--- config.mk ---
export PLATFORM = sky130hd
export DESIGN_NAME = hsid_pixel_scheduler_flat
export DESIGN_NICKNAME = d
export VERILOG_FILES = /design/src/rtl/hsid_pixel_scheduler_pkg.sv /design/src/rtl/hsid_pixel_scheduler_if.sv /design/src/rtl/hsid_pixel_scheduler_watchdog.sv /design/src/rtl/hsid_pixel_scheduler.sv /design/src/flat_wrapper.sv
export SDC_FILE = /design/constraint.sdc
export NUM_CORES = 1
export LEC_CHECK = 0
export ABC_AREA = 0
export CORE_ASPECT_RATIO = 0.6
export CORE_MARGIN = 2
export CORE_UTILIZATION = 40
export CTS_BUF_LIST = sky130_fd_sc_hd__clkbuf_4 sky130_fd_sc_hd__clkbuf_8
export DETAILED_ROUTE_END_ITERATION = 10
export PLACE_DENSITY = 0.7
export SLEW_MARGIN = 10
export SYNTH_ARGS = -nofsm -noshare
export SYNTH_HDL_FRONTEND = slang
export SYNTH_SLANG_ARGS = --single-unit
--- constraint.sdc ---
create_clock -name clk -period 6.2 [get_ports clk]
set_clock_uncertainty 0.2 [all_clocks]
set_input_delay 1.24 -clock clk [delete_from_list [all_inputs] [get_ports clk]]
set_output_delay 1.24 -clock clk [all_outputs]
set_load 0.01 [all_outputs]
--- src/rtl/hsid_pixel_scheduler_pkg.sv ---
// Shared types and width constants for the HSI pixel scheduler.
// The watchdog build option is HSID_SCHED_TIMEOUT_EN.
package hsid_pixel_scheduler_pkg;

    localparam int HSID_HSP_LIBRARY_WIDTH       = 10;
    localparam int HSID_HSP_BANDS_WIDTH         = 6;
    localparam int HSID_MSE_WIDTH               = 24;
    localparam int HSID_SCHED_PIXEL_COUNT_WIDTH = 16;
    localparam int HSID_SCHED_TIMEOUT_WIDTH     = 20;

    typedef enum logic [2:0] {
        S_IDLE,
        S_LAUNCH,
        S_RUN,
        S_RESULT,
        S_FINISH
    } hsid_sched_state_t;

endpackage

--- src/rtl/hsid_pixel_scheduler_if.sv ---
// Job command, core control and per-pixel result bundle of the scheduler.
// slave = scheduler side, master = register file / core / result sink side.
interface hsid_pixel_scheduler_if
    import hsid_pixel_scheduler_pkg::*;
#(
    parameter int HLW  = HSID_HSP_LIBRARY_WIDTH,
    parameter int HBW  = HSID_HSP_BANDS_WIDTH - 1,
    parameter int MSEW = HSID_MSE_WIDTH,
    parameter int PCW  = HSID_SCHED_PIXEL_COUNT_WIDTH
) ();

    logic            cfg_valid;
    logic            cfg_ready;
    logic [PCW-1:0]  cfg_pixel_count;
    logic [HLW-1:0]  cfg_library_size;
    logic [HBW-1:0]  cfg_band_threshold;
    logic            abort;

    logic            main_start;
    logic [HLW-1:0]  main_library_size;
    logic [HBW-1:0]  main_band_threshold;
    logic            main_idle;
    logic            main_done;
    logic [HLW-1:0]  main_min_ref;
    logic [MSEW-1:0] main_min_mse;

    logic            res_valid;
    logic            res_ready;
    logic [PCW-1:0]  res_pixel_idx;
    logic [HLW-1:0]  res_min_ref;
    logic [MSEW-1:0] res_min_mse;

    logic            busy;
    logic            job_done;
    logic            job_aborted;
    logic            job_error;

    modport slave (
        input  cfg_valid, cfg_pixel_count, cfg_library_size,
        input  cfg_band_threshold, abort,
        input  main_idle, main_done, main_min_ref, main_min_mse,
        input  res_ready,
        output cfg_ready, main_start, main_library_size,
        output main_band_threshold,
        output res_valid, res_pixel_idx, res_min_ref, res_min_mse,
        output busy, job_done, job_aborted, job_error
    );

    modport master (
        output cfg_valid, cfg_pixel_count, cfg_library_size,
        output cfg_band_threshold, abort,
        output main_idle, main_done, main_min_ref, main_min_mse,
        output res_ready,
        input  cfg_ready, main_start, main_library_size,
        input  main_band_threshold,
        input  res_valid, res_pixel_idx, res_min_ref, res_min_mse,
        input  busy, job_done, job_aborted, job_error
    );

endinterface

--- src/rtl/hsid_pixel_scheduler_watchdog.sv ---
// Core-run watchdog; used only when HSID_SCHED_TIMEOUT_EN is defined.
// Flags the enabled cycle in which the run count reaches 2^WIDTH-1.
module hsid_watchdog #(
    parameter int WIDTH = 20
) (
    input  logic clk,
    input  logic rst_n,
    input  logic clear_i,
    input  logic enable_i,
    output logic expired_o
);

    localparam logic [WIDTH-1:0] LAST = {{(WIDTH-1){1'b1}}, 1'b0};

    logic [WIDTH-1:0] cnt_q, cnt_d;

    always_comb begin
        cnt_d = cnt_q;
        if (clear_i) begin
            cnt_d = '0;
        end else if (enable_i && (cnt_q != '1)) begin
            cnt_d = cnt_q + WIDTH'(1);
        end
    end

    always_ff @(posedge clk or negedge rst_n) begin
        if (!rst_n) begin
            cnt_q <= '0;
        end else begin
            cnt_q <= cnt_d;
        end
    end

    assign expired_o = enable_i && (cnt_q == LAST);

endmodule

--- src/rtl/hsid_pixel_scheduler.sv ---
// Job-level sequencer for hsid_main: one core run and one result per pixel.
// Define HSID_SCHED_TIMEOUT_EN to add a watchdog on each core run.
module hsid_pixel_scheduler
    import hsid_pixel_scheduler_pkg::*;
#(
    parameter int HSP_LIBRARY_WIDTH   = HSID_HSP_LIBRARY_WIDTH,
    parameter int HSP_BAND_PACK_WIDTH = HSID_HSP_BANDS_WIDTH - 1,
    parameter int MSE_WIDTH           = HSID_MSE_WIDTH,
    parameter int PIXEL_COUNT_WIDTH   = HSID_SCHED_PIXEL_COUNT_WIDTH,
    parameter int TIMEOUT_WIDTH       = HSID_SCHED_TIMEOUT_WIDTH
) (
    input logic                   clk,
    input logic                   rst_n,
    hsid_pixel_scheduler_if.slave bus
);

    localparam int PCW = PIXEL_COUNT_WIDTH;

    hsid_sched_state_t state_q, state_d;

    logic [PCW-1:0]                 count_q, count_d;
    logic [PCW-1:0]                 idx_q, idx_d;
    logic [HSP_LIBRARY_WIDTH-1:0]   lib_q, lib_d;
    logic [HSP_BAND_PACK_WIDTH-1:0] thr_q, thr_d;
    logic [HSP_LIBRARY_WIDTH-1:0]   ref_q, ref_d;
    logic [MSE_WIDTH-1:0]           mse_q, mse_d;
    logic                           aborted_q, aborted_d;
    logic                           start_q, start_d;
    logic                           done_q;
    logic                           accept;
    logic                           timeout;

    assign accept = (state_q == S_IDLE) && bus.cfg_valid;

`ifdef HSID_SCHED_TIMEOUT_EN
    logic wd_expired;
    logic error_q;

    hsid_watchdog #(
        .WIDTH(TIMEOUT_WIDTH)
    ) u_watchdog (
        .clk      (clk),
        .rst_n    (rst_n),
        .clear_i  (start_d),
        .enable_i (state_q == S_RUN),
        .expired_o(wd_expired)
    );

    // A done arriving in the expiry cycle still wins over the watchdog.
    assign timeout = (state_q == S_RUN) && !bus.main_done && wd_expired;

    always_ff @(posedge clk or negedge rst_n) begin
        if (!rst_n) begin
            error_q <= 1'b0;
        end else if (accept) begin
            error_q <= 1'b0;
        end else if (timeout) begin
            error_q <= 1'b1;
        end
    end

    assign bus.job_error = error_q;
`else
    assign timeout       = 1'b0;
    assign bus.job_error = 1'b0;
`endif

    always_comb begin
        state_d   = state_q;
        count_d   = count_q;
        idx_d     = idx_q;
        lib_d     = lib_q;
        thr_d     = thr_q;
        ref_d     = ref_q;
        mse_d     = mse_q;
        aborted_d = aborted_q;
        start_d   = 1'b0;
        unique case (state_q)
            S_IDLE: begin
                if (bus.cfg_valid) begin
                    count_d   = bus.cfg_pixel_count;
                    lib_d     = bus.cfg_library_size;
                    thr_d     = bus.cfg_band_threshold;
                    idx_d     = '0;
                    aborted_d = 1'b0;
                    state_d   = (bus.cfg_pixel_count == '0) ? S_FINISH : S_LAUNCH;
                end
            end
            S_LAUNCH: begin
                if (bus.abort) begin
                    aborted_d = 1'b1;
                    state_d   = S_FINISH;
                end else if (bus.main_idle) begin
                    start_d = 1'b1;
                    state_d = S_RUN;
                end
            end
            S_RUN: begin
                // The core cannot be cancelled: remember the abort, drain the run.
                if (bus.abort) begin
                    aborted_d = 1'b1;
                end
                if (bus.main_done) begin
                    if (bus.abort || aborted_q) begin
                        state_d = S_FINISH;
                    end else begin
                        ref_d   = bus.main_min_ref;
                        mse_d   = bus.main_min_mse;
                        state_d = S_RESULT;
                    end
                end else if (timeout) begin
                    state_d = S_FINISH;
                end
            end
            S_RESULT: begin
                if (bus.abort) begin
                    aborted_d = 1'b1;
                    state_d   = S_FINISH;
                end else if (bus.res_ready) begin
                    if (idx_q == count_q - PCW'(1)) begin
                        state_d = S_FINISH;
                    end else begin
                        idx_d   = idx_q + PCW'(1);
                        state_d = S_LAUNCH;
                    end
                end
            end
            S_FINISH: begin
                state_d = S_IDLE;
            end
            default: begin
                state_d = S_IDLE;
            end
        endcase
    end

    always_ff @(posedge clk or negedge rst_n) begin
        if (!rst_n) begin
            state_q   <= S_IDLE;
            count_q   <= '0;
            idx_q     <= '0;
            lib_q     <= '0;
            thr_q     <= '0;
            ref_q     <= '0;
            mse_q     <= '0;
            aborted_q <= 1'b0;
            start_q   <= 1'b0;
            done_q    <= 1'b0;
        end else begin
            state_q   <= state_d;
            count_q   <= count_d;
            idx_q     <= idx_d;
            lib_q     <= lib_d;
            thr_q     <= thr_d;
            ref_q     <= ref_d;
            mse_q     <= mse_d;
            aborted_q <= aborted_d;
            start_q   <= start_d;
            done_q    <= (state_q == S_FINISH);
        end
    end

    assign bus.cfg_ready           = (state_q == S_IDLE);
    assign bus.main_start          = start_q;
    assign bus.main_library_size   = lib_q;
    assign bus.main_band_threshold = thr_q;
    // An abort in the result cycle drops the pending result, no handshake.
    assign bus.res_valid           = (state_q == S_RESULT) && !bus.abort;
    assign bus.res_pixel_idx       = idx_q;
    assign bus.res_min_ref         = ref_q;
    assign bus.res_min_mse         = mse_q;
    assign bus.busy                = (state_q != S_IDLE);
    assign bus.job_done            = done_q;
    assign bus.job_aborted         = aborted_q;

endmodule
--- src/flat_wrapper.sv ---
// flat-port wrapper written by rule: the top's interface ports become plain ports
module hsid_pixel_scheduler_flat import hsid_pixel_scheduler_pkg::*;
#(
    parameter int HSP_LIBRARY_WIDTH   = HSID_HSP_LIBRARY_WIDTH,
    parameter int HSP_BAND_PACK_WIDTH = HSID_HSP_BANDS_WIDTH - 1,
    parameter int MSE_WIDTH           = HSID_MSE_WIDTH,
    parameter int PIXEL_COUNT_WIDTH   = HSID_SCHED_PIXEL_COUNT_WIDTH,
    parameter int TIMEOUT_WIDTH       = HSID_SCHED_TIMEOUT_WIDTH
)
  (clk, rst_n, bus_cfg_valid, bus_cfg_pixel_count, bus_cfg_library_size, bus_cfg_band_threshold, bus_abort, bus_main_idle, bus_main_done, bus_main_min_ref, bus_main_min_mse, bus_res_ready, bus_cfg_ready, bus_main_start, bus_main_library_size, bus_main_band_threshold, bus_res_valid, bus_res_pixel_idx, bus_res_min_ref, bus_res_min_mse, bus_busy, bus_job_done, bus_job_aborted, bus_job_error);
  hsid_pixel_scheduler_if bus_i ();
  input logic clk;
  input logic rst_n;
  input wire logic [$bits(bus_i.cfg_valid)-1:0] bus_cfg_valid;
  input wire logic [$bits(bus_i.cfg_pixel_count)-1:0] bus_cfg_pixel_count;
  input wire logic [$bits(bus_i.cfg_library_size)-1:0] bus_cfg_library_size;
  input wire logic [$bits(bus_i.cfg_band_threshold)-1:0] bus_cfg_band_threshold;
  input wire logic [$bits(bus_i.abort)-1:0] bus_abort;
  input wire logic [$bits(bus_i.main_idle)-1:0] bus_main_idle;
  input wire logic [$bits(bus_i.main_done)-1:0] bus_main_done;
  input wire logic [$bits(bus_i.main_min_ref)-1:0] bus_main_min_ref;
  input wire logic [$bits(bus_i.main_min_mse)-1:0] bus_main_min_mse;
  input wire logic [$bits(bus_i.res_ready)-1:0] bus_res_ready;
  output wire logic [$bits(bus_i.cfg_ready)-1:0] bus_cfg_ready;
  output wire logic [$bits(bus_i.main_start)-1:0] bus_main_start;
  output wire logic [$bits(bus_i.main_library_size)-1:0] bus_main_library_size;
  output wire logic [$bits(bus_i.main_band_threshold)-1:0] bus_main_band_threshold;
  output wire logic [$bits(bus_i.res_valid)-1:0] bus_res_valid;
  output wire logic [$bits(bus_i.res_pixel_idx)-1:0] bus_res_pixel_idx;
  output wire logic [$bits(bus_i.res_min_ref)-1:0] bus_res_min_ref;
  output wire logic [$bits(bus_i.res_min_mse)-1:0] bus_res_min_mse;
  output wire logic [$bits(bus_i.busy)-1:0] bus_busy;
  output wire logic [$bits(bus_i.job_done)-1:0] bus_job_done;
  output wire logic [$bits(bus_i.job_aborted)-1:0] bus_job_aborted;
  output wire logic [$bits(bus_i.job_error)-1:0] bus_job_error;
  assign bus_i.cfg_valid = bus_cfg_valid;
  assign bus_i.cfg_pixel_count = bus_cfg_pixel_count;
  assign bus_i.cfg_library_size = bus_cfg_library_size;
  assign bus_i.cfg_band_threshold = bus_cfg_band_threshold;
  assign bus_i.abort = bus_abort;
  assign bus_i.main_idle = bus_main_idle;
  assign bus_i.main_done = bus_main_done;
  assign bus_i.main_min_ref = bus_main_min_ref;
  assign bus_i.main_min_mse = bus_main_min_mse;
  assign bus_i.res_ready = bus_res_ready;
  assign bus_cfg_ready = bus_i.cfg_ready;
  assign bus_main_start = bus_i.main_start;
  assign bus_main_library_size = bus_i.main_library_size;
  assign bus_main_band_threshold = bus_i.main_band_threshold;
  assign bus_res_valid = bus_i.res_valid;
  assign bus_res_pixel_idx = bus_i.res_pixel_idx;
  assign bus_res_min_ref = bus_i.res_min_ref;
  assign bus_res_min_mse = bus_i.res_min_mse;
  assign bus_busy = bus_i.busy;
  assign bus_job_done = bus_i.job_done;
  assign bus_job_aborted = bus_i.job_aborted;
  assign bus_job_error = bus_i.job_error;
  hsid_pixel_scheduler #(.HSP_LIBRARY_WIDTH(HSP_LIBRARY_WIDTH), .HSP_BAND_PACK_WIDTH(HSP_BAND_PACK_WIDTH), .MSE_WIDTH(MSE_WIDTH), .PIXEL_COUNT_WIDTH(PIXEL_COUNT_WIDTH), .TIMEOUT_WIDTH(TIMEOUT_WIDTH)) u_core (.clk(clk), .rst_n(rst_n), .bus(bus_i));
endmodule
**Yosys cells after proc, flatten, opt, wreduce, memory -nomap -nowiden**

Cells that the tools add are included.
W data, S select, Z words.

- Bits in registers: 87
- Word-level logic and storage cells: 61
- Output and inout bits: 72
- Input port bits: 72

- Bitwise logic cells: 1
- Equality and inequality tests: 13
- Add/sub/neg operators: 2
- Multiplexer cells: 21
- Reductions and logical operators: 14

Operators by type and width:

| operator | number |
|---|---|
| $mux W16 | 4 |
| $pmux W16 S2 | 1 |
| $mux W3 | 9 |
| $add A16 B1 Y16 const B | 1 |
| $eq A16 B16 Y1 | 1 |
| $logic_not A16 Y1 | 1 |
| $sub A16 B1 Y16 const B | 1 |
| $pmux W3 S4 | 1 |
| $ne A2 B2 Y1 const B | 5 |
| $eq A3 B2 Y1 const B | 2 |
| $ne A3 B3 Y1 const B | 2 |
| $reduce_and A3 Y1 | 2 |
| $mux W1 | 5 |
| $reduce_and A5 Y1 | 1 |
| $reduce_and A4 Y1 | 1 |
| $reduce_bool A2 Y1 | 2 |
| $eq A3 B1 Y1 const B | 1 |
| $eq A3 B3 Y1 const B | 1 |
| $logic_not A3 Y1 | 1 |
| $reduce_bool A3 Y1 | 1 |
| $reduce_or A3 Y1 | 1 |
| $ne A2 B1 Y1 const B | 1 |
| $pmux W1 S2 | 1 |
| $reduce_and A2 Y1 | 1 |
| 4 further kinds | 4 |

**Longest topological paths before layout**

Gate-level depths: netlist of run 1.

- Depth in word-level cells: 6
- Depth in mapped cells: 12
- Gate-level depth less buffers: 10

**Least setup slack after synthesis of run 1**

OpenSTA, ideal clock, no wires.

- Kind: in2reg
- Start point: input bus_abort
- End point: register u_core.mse_q[0] (netlist: u_core.bus.res_min_mse[0])
- Path slack: 3008 ps
- Setup time: 125 ps
- Data arrival time: 2867 ps
- Required time: 5875 ps
- Stages on the path: 4
- Path buffers: 2
- Cell sequence: clkbuf_1 > nor4_1 > clkbuf_1 > mux2_2

- Cells in the longest elaborated chain, start to end: 3

RTL lines:

| element | RTL line | text |
|---|---|---|
| from (decl) | flat_wrapper.sv:18 | `input wire logic [$bits(bus_i.abort)-1:0] bus_abort;` |
| $logic_or A1 B1 Y1 | hsid_pixel_scheduler.sv:104 | `if (bus.abort \|\| aborted_q) begin` |
| $not A1 Y1 (no source line) | n/a |  |
| $reduce_and A3 Y1 (no source line) | n/a |  |
| to (signal assigned) | hsid_pixel_scheduler.sv:156 | `mse_q <= mse_d;` |
| to (decl) | hsid_pixel_scheduler.sv:26 | `logic [MSE_WIDTH-1:0] mse_q, mse_d;` |

No other way between the ends.
A chain may end at the register's enable or synchronous reset.

**Final worst setup path of run 1**

- Start point: input bus_abort
- End point: output bus_res_valid

- Cells in the longest elaborated chain, start to end: 2

RTL lines:

| element | RTL line | text |
|---|---|---|
| $logic_not A1 Y1 | hsid_pixel_scheduler.sv:168 | `assign bus.res_valid = (state_q == S_RESULT) && !bus.abort;` |
| $logic_and A1 B1 Y1 | hsid_pixel_scheduler.sv:168 |  |
| to (decl) | flat_wrapper.sv:28 | `output wire logic [$bits(bus_i.res_valid)-1:0] bus_res_valid;` |

No other way between the ends.

==> key figures, run 1 <==
Clocking
  – Clock slew at reported path FFs: 90 ps
  – TritonCTS Buffers: 9
  – Hold buffer count at cts: 0
  – Worst-Skew Late Latency: 360 ps
  – CTS Root Cell: clkbuf_8
  – CTS H-tree depth: 3
  – Post-CTS sizing: 0
  – CTS max path bufs: 2
  – Postcts setup bufs: 0
  – CTS Sinks: 87
  – CTS tree: built

Job
  – # Max-Cap Violations: 0

GRT
  – Largest net degree at the start of global routing: 66
  – Initial antenna violation count: 0
  – First-pass GRT wire length: 20200 µm
  – Global Route Usage Sum: 0.220
  – Number of global-route vias before repair: 3821
  – Total grt overflow: 0

Worst setup path
  – Worst Path Arrival: 2630 ps
  – FF-to-FF End: u_core.state_q[0]$_DFFE_PN0P_
  – Crit path kind: primary input to output pin
  – Worst setup SP type: primary input
  – Slowest-stage cell, CP: clkdlybuf4s50_1
  – R2r setup slk: 2560 ps
  – RR Startpoint: u_core.count_q[0]$_DFFE_PN0P_
  – CP Cell Sequence: clkdlybuf4s50_1, nor2_1, clkdlybuf4s50_1
  – Req. time, crit path: 4760 ps
  – Critical path's most frequent cell: clkdlybuf4s50_1
  – Worst Setup SP: bus_abort
  – CP max stage delay: 580 ps
  – CP max FO: 9
  – Worst R2R Path Depth: 9
  – Crit. End Element: output pin

Floorplanning
  – Die area: 11700 µm²
  – DIE HEIGHT: 84.6 µm
  – Core Box Area: 10600 µm²
  – Die Width: 138 µm
  – Initial Util: 0.410
  – I/O Pins: 144
  – Cell Rows: 29

Synth
  – Synth Area per Inst: 9.93 µm²
  – Post-synthesis cell count: 436
  – Cell accounting for the most synthesized area: dfrtp_1
  – Post-Syn Area: 4330 µm²
  – Post-synthesis register bit count: 87
  – Top area cells in the synthesized netlist: dfrtp_1 50%, mux2_2 8.8%, nand2_1 8.8%, xnor2_1 2.6%, or4_1 1.9%
  – Syn nets: 510
  – Ys Warns: 0
  – FFs w/ async S/R, synth: 1.00
  – Synth unique cells: 56
  – Seq/Total Area, Yosys: 0.503
  – EDFF count, synth: 0
  – Synth top area share: 0.503
  – Synth Flop Type: dfrtp_1

Routing
  – Antenna Nets Post-Route: 0
  – DRC errors left: 0
  – WL final: 12500 µm
  – DR iter-0 viols: 284
  – Via count: 3833
  – 1st-pass router iterations: 4
  – Drt via density: 5.40
  – WL per Instance: 17.7 µm

Timing
  – Final min period: 4070 ps
  – Max_slew headroom: 0.220
  – Final Hold Fails: 0
  – Pins Over Slew Limit: 0
  – RSZ-0062 raised after global routing: no
  – Worst-margin pin slew: 1170 ps
  – Final setup viols: 0
  – Max Freq: 0.246 GHz
  – Setup TNS: 0 ps
  – Tcrit/Tclk final: 0.656

Placed design
  – DP HPWL: 9200 µm
  – I/O Buffers: 142
  – Placed Cells: 694
  – RD Place Congestion: 0.853

Finish
  – Fillers: 903
  – P&R area growth vs syn: 40.0%
  – Final non-filler cell total: 710
  – Layout cells sized above 1: 0.110
  – # diodes: 0
  – Fin nets: 640

Min path
  – Hold path depth: 2
  – WHS Endpoint: u_core.bus.main_library_size[6]$_DFFE_PN0P_
  – HP Start: u_core.bus.main_library_size[6]$_DFFE_PN0P_
  – Hold Path Class: flop to flop

Power and ir drop
  – PwrDens: 405 nW/µm²
  – Static leakage: 2.59 nW
  – Pwr Total: 2.45 mW
  – Highest ir drop seen on vdd: 0.000262 V

Run status
  – Outcome: completed
[cells in the final DEF (no fill, tap or decap), drive strengths merged, types with 2 or more instances in the layout]
cell type	count
nor4b	3
inv	9
bufinv	2
o21ai	15
or4	12
ha	2
nand3b	3
nand3	9
nand2	101
clkinvlp	2
clkbuf	10
o31a	3
or3	8
nand4	6
o21a	2
nor3b	2
o31ai	9
nor4	13
mux2	34
nor2	13
and3	5
nor3	10
xnor2	13
buf	3
clkdlybuf4s50	141
and2	3
o211ai	6
or2	2
nand2b	3
xor2	7
nor2b	4
dfrtp	87
a21oi	11
o311ai	2
mux2i	3
[stage by stage]
step | setup slack (ps) | cell area [µm²] | util | hold WS [ps]
2_1_floorplan | 3010 | 4330 | - | 267
3_3_place_gp | 2150 | 5840 | 0.553 | 257
3_5_place_dp | 2130 | 5840 | 0.553 | 262
4_1_cts | 2120 | 6070 | 0.574 | 285
5_1_grt | 2030 | 6070 | 0.574 | 325
6_report | 2130 | 6070 | 0.574 | 281
[worst max-delay path, delay by kind of cell]
family | cells | cell delay, ps
AND/OR/NAND/NOR | 1 | 260
buffers and inverters | 2 | 1130
[cell families after synthesis]
| kind of cell | share of synthesized area |
|---|---|
| compound gates | 0.0936 |
| xor+xnor | 0.0404 |
| fa+ha+maj | 0.00578 |
| buf+inv | 0.0341 |
| flops | 0.503 |
| mux | 0.0953 |
| other cells | 0.000866 |
| simple gates | 0.227 |
[registers in the layout (all words and copies together), names as in the netlist]
signal and flops:
u_core.bus.job_aborted 1, u_core.bus.job_done 1, u_core.bus.main_band_threshold 5, u_core.bus.main_library_size 10, u_core.bus.main_start 1, u_core.bus.res_min_mse 24
u_core.bus.res_min_ref 10, u_core.bus.res_pixel_idx 16, u_core.count_q 16, u_core.state_q 3
[cell type report]
class	count	area (µm²)	area share
clock buffers	10	138	0.0227
clock inverters	6	92.6	0.0153
inverters	8	30.0	0.00495
multi-input cells	316	2020	0.333
flip-flops and latches	87	2180	0.359
well taps	139	174	0.0287
repair buffers	144	1430	0.236
[synth_stat cells, types with 3 or more instances]
library cell  instances
xnor2_1              13
o211ai_1              4
nand3b_1              3
mux2_2               34
o31a_1                3
inv_1                 8
nor3_1               10
o31ai_1               9
xor2_1                7
nand3_1               9
clkbuf_1             19
and2_1                3
and3_1                5
nor4_1               12
nand2_1             101
nor4b_1               3
nand4_1               6
dfrtp_1              87
nor2b_1               4
nand2b_1              3
or4_1                11
a21oi_1              11
mux2i_1               3
nor2_1               12
or3_1                 7
o21ai_0              14
[power breakdown]
group	internal, mW	leakage [nW]	switching, mW
Sequential	0.763	1.14	0.194
Combinational	0.543	1.34	0.495
Clock	0.240	0.109	0.219
Total	1.55	2.59	0.908
[metal layers]
metal	vias to the layer above	global-route usage	wire length [µm]
met5	-	0	0
met4	0	0.0510	167
met3	14	0.0662	885
met2	136	0.329	5460
met1	1878	0.316	6030
li1	1805	-	-
[how the worst max path moves through the flow]
stage	slack, ps	cells after the start	endpoint
after floorplan	3010	4	u_core.bus.res_min_mse[0]$_DFFE_PN0P_
after global placement	2150	3	bus_res_valid
after detailed placement	2130	3	bus_res_valid
after CTS	2120	3	bus_res_valid
after global routing	2030	3	bus_res_valid
final	2130	3	bus_res_valid
Power figures use the tool's default switching activity.
==> run 2: changes to the inputs <==
Settings changed: PLACE_DENSITY 0.7 to 0.73.
Clock period 6.2 ns to 3.5 ns, I/O delays scaled along.
==> run 2 against run 1 <==
  * Register-to-register slack got worse by 2400 ps
  * Final cell count increased by 0.99%
  * Wire length increased by 0.74%
  * Count of clock-buffer cells in the layout decreased by 1
  * Via count increased by 1.1%
  * Critical path type is now flop to flop
  * Largest power group unchanged
==> key figures, run 2 (synthesized netlist as in run 1, its figures left out) <==
Worst setup path
  – Req. time, crit path: 3600 ps
  – Worst setup SP type: flop
  – CP Buf/Inv Count: 1
  – Worst Path Arrival: 3440 ps
  – CP max stage delay: 670 ps
  – CP Cell Sequence: or4_1, or2_1, o311ai_1, nand3_1, nand4_1, nor2_4, buf_4, or4_1, a21oi_1
  – Crit. End Element: flop
  – CP max FO: 11
  – Critical path's most frequent cell: or4_1
  – Worst R2R Path Depth: 9
  – Crit path kind: flop to flop
  – CP delay by family, top: simple AND/OR/NAND/NOR gates
  – Slowest-stage cell, CP: or4_1
  – Cell count along the critical path: 9

Clocking
  – CTS Sinks: 87
  – CTS H-tree depth: 3
  – Worst-Skew Late Latency: 370 ps
  – TritonCTS Buffers: 9
  – Postcts setup bufs: 0
  – CTS Root Cell: clkbuf_8
  – Post-CTS sizing: 0
  – CTS tree: built
  – Hold buffer count at cts: 0
  – CTS max path bufs: 2
  – Clock slew at reported path FFs: 100 ps

Power and ir drop
  – PwrDens: 705 nW/µm²
  – Static leakage: 2.62 nW
  – Highest ir drop seen on vdd: 0.000362 V

Timing
  – Final WS setup: 157 ps
  – Max_slew headroom: 0.590
  – Final min period: 3340 ps
  – Max Freq: 0.299 GHz
  – Setup TNS: 0 ps
  – Hold_ws: 120 ps
  – Tcrit/Tclk final: 0.955
  – Final Hold Fails: 0
  – Worst-margin pin slew: 613 ps
  – Pins Over Slew Limit: 0
  – RSZ-0062 raised after global routing: no
  – Final setup viols: 0

Finish
  – Post-route cell area: 6090 µm²
  – Most frequent cells in the layout: 141 x clkdlybuf4s50_1, 101 x nand2_1, 87 x dfrtp_1
  – # diodes: 0
  – Most common cell after layout, fill and taps aside: clkdlybuf4s50_1
  – P&R area growth vs syn: 40.6%
  – Final non-filler cell total: 717
  – Fin nets: 647
  – Layout cells sized above 1: 0.121
  – Fillers: 904
  – Largest register FFs: 24

Placed design
  – I/O Buffers: 142
  – Pre-CTS setup slack: 217 ps
  – Placed Cells: 701
  – Placed Area: 5890 µm²
  – RD Place Congestion: 0.868
  – DP HPWL: 9280 µm

Floorplanning
  – Initial Util: 0.410
  – Cell Rows: 29
  – DIE HEIGHT: 84.6 µm
  – Die area: 11700 µm²
  – Die Width: 138 µm
  – I/O Pins: 144
  – Core Box Area: 10600 µm²

GRT
  – Global Route Usage Sum: 0.222
  – Initial antenna violation count: 0
  – Total grt overflow: 0
  – First-pass GRT wire length: 20400 µm
  – Largest net degree at the start of global routing: 45
  – Number of global-route vias before repair: 3777

Min path
  – Hold Path Class: primary input to asynchronous set/reset pin

Routing
  – Routed length on met3: 884 µm
  – WL per Instance: 17.6 µm
  – DRC errors left: 0
  – Via count: 3876
  – DR iter-0 viols: 359
  – WL met2: 5580 µm
  – Antenna Nets Post-Route: 0
  – Metal1 wirelength: 6020 µm
  – Uppermost routed layer: met4
  – WL final: 12600 µm
  – 1st-pass router iterations: 5
  – Drt via density: 5.41

Run status
  – Outcome: completed

Job
  – # Max-Cap Violations: 0
==> run 2: cell count changes in the layout (fill, tap and decap cells not counted), sizes merged <==
cell,change
clkinv,+1
inv,+2
clkinvlp,-1
clkbuf,-1
buf,+7
bufinv,-1
==> run 2: worst register-to-register path, cell delays in order (launching register included) <==
cell	delay, ps
dfrtp_1	460
or4_1	670
or2_1	310
o311ai_1	300
nand3_1	140
nand4_1	230
nor2_4	120
buf_4	170
or4_1	480
a21oi_1	170
==> run 2: through the flow <==
stage	total power [mW]	utilization
after global routing	4.58	0.577
final	4.29	0.577
after floorplan	2.63	-
after global placement	3.48	0.558
after CTS	4.31	0.577
after detailed placement	3.56	0.558
==> run 2: final cells by class <==
class	instances	area [µm²]	share of cell area
repair buffers	151	1490	0.244
inverters	8	30.0	0.00493
clock inverters	7	80.1	0.0131
multi-input cells	316	2020	0.332
flip-flops and latches	87	2180	0.357
clock buffers	9	124	0.0203
well taps	139	174	0.0285
==> run 2: final timing paths <==
path	start	to	slack [ps]
worst min-delay path	rst_n	u_core.count_q[7]$_DFFE_PN0P_	120
worst min register to register	u_core.bus.main_band_threshold[0]$_DFFE_PN0P_	u_core.bus.main_band_threshold[0]$_DFFE_PN0P_	280
worst max register to register	u_core.count_q[5]$_DFFE_PN0P_	u_core.bus.res_pixel_idx[9]$_DFFE_PN0P_	160
min in group clk	u_core.bus.main_band_threshold[0]$_DFFE_PN0P_	u_core.bus.main_band_threshold[0]$_DFFE_PN0P_	280
max in group asynchronous	rst_n	u_core.bus.res_min_mse[18]$_DFFE_PN0P_	2200
worst max-delay path	u_core.count_q[5]$_DFFE_PN0P_	u_core.bus.res_pixel_idx[9]$_DFFE_PN0P_	160
==> run 2: per-layer routing <==
metal  GRT usage  vias to the layer above
met5           0                        -
met4      0.0538                        0
met3      0.0576                       16
met2       0.331                      151
met1       0.325                     1890
li1            -                     1819
==> run 2: report_power, final <==
group          internal [mW]  switching (mW)  total [mW]  leakage [nW]
combinational          0.977           0.889        1.87          1.38
sequential              1.35           0.335        1.69          1.14
clock                  0.340           0.399       0.739         0.102
total                   2.67            1.62        4.29          2.62
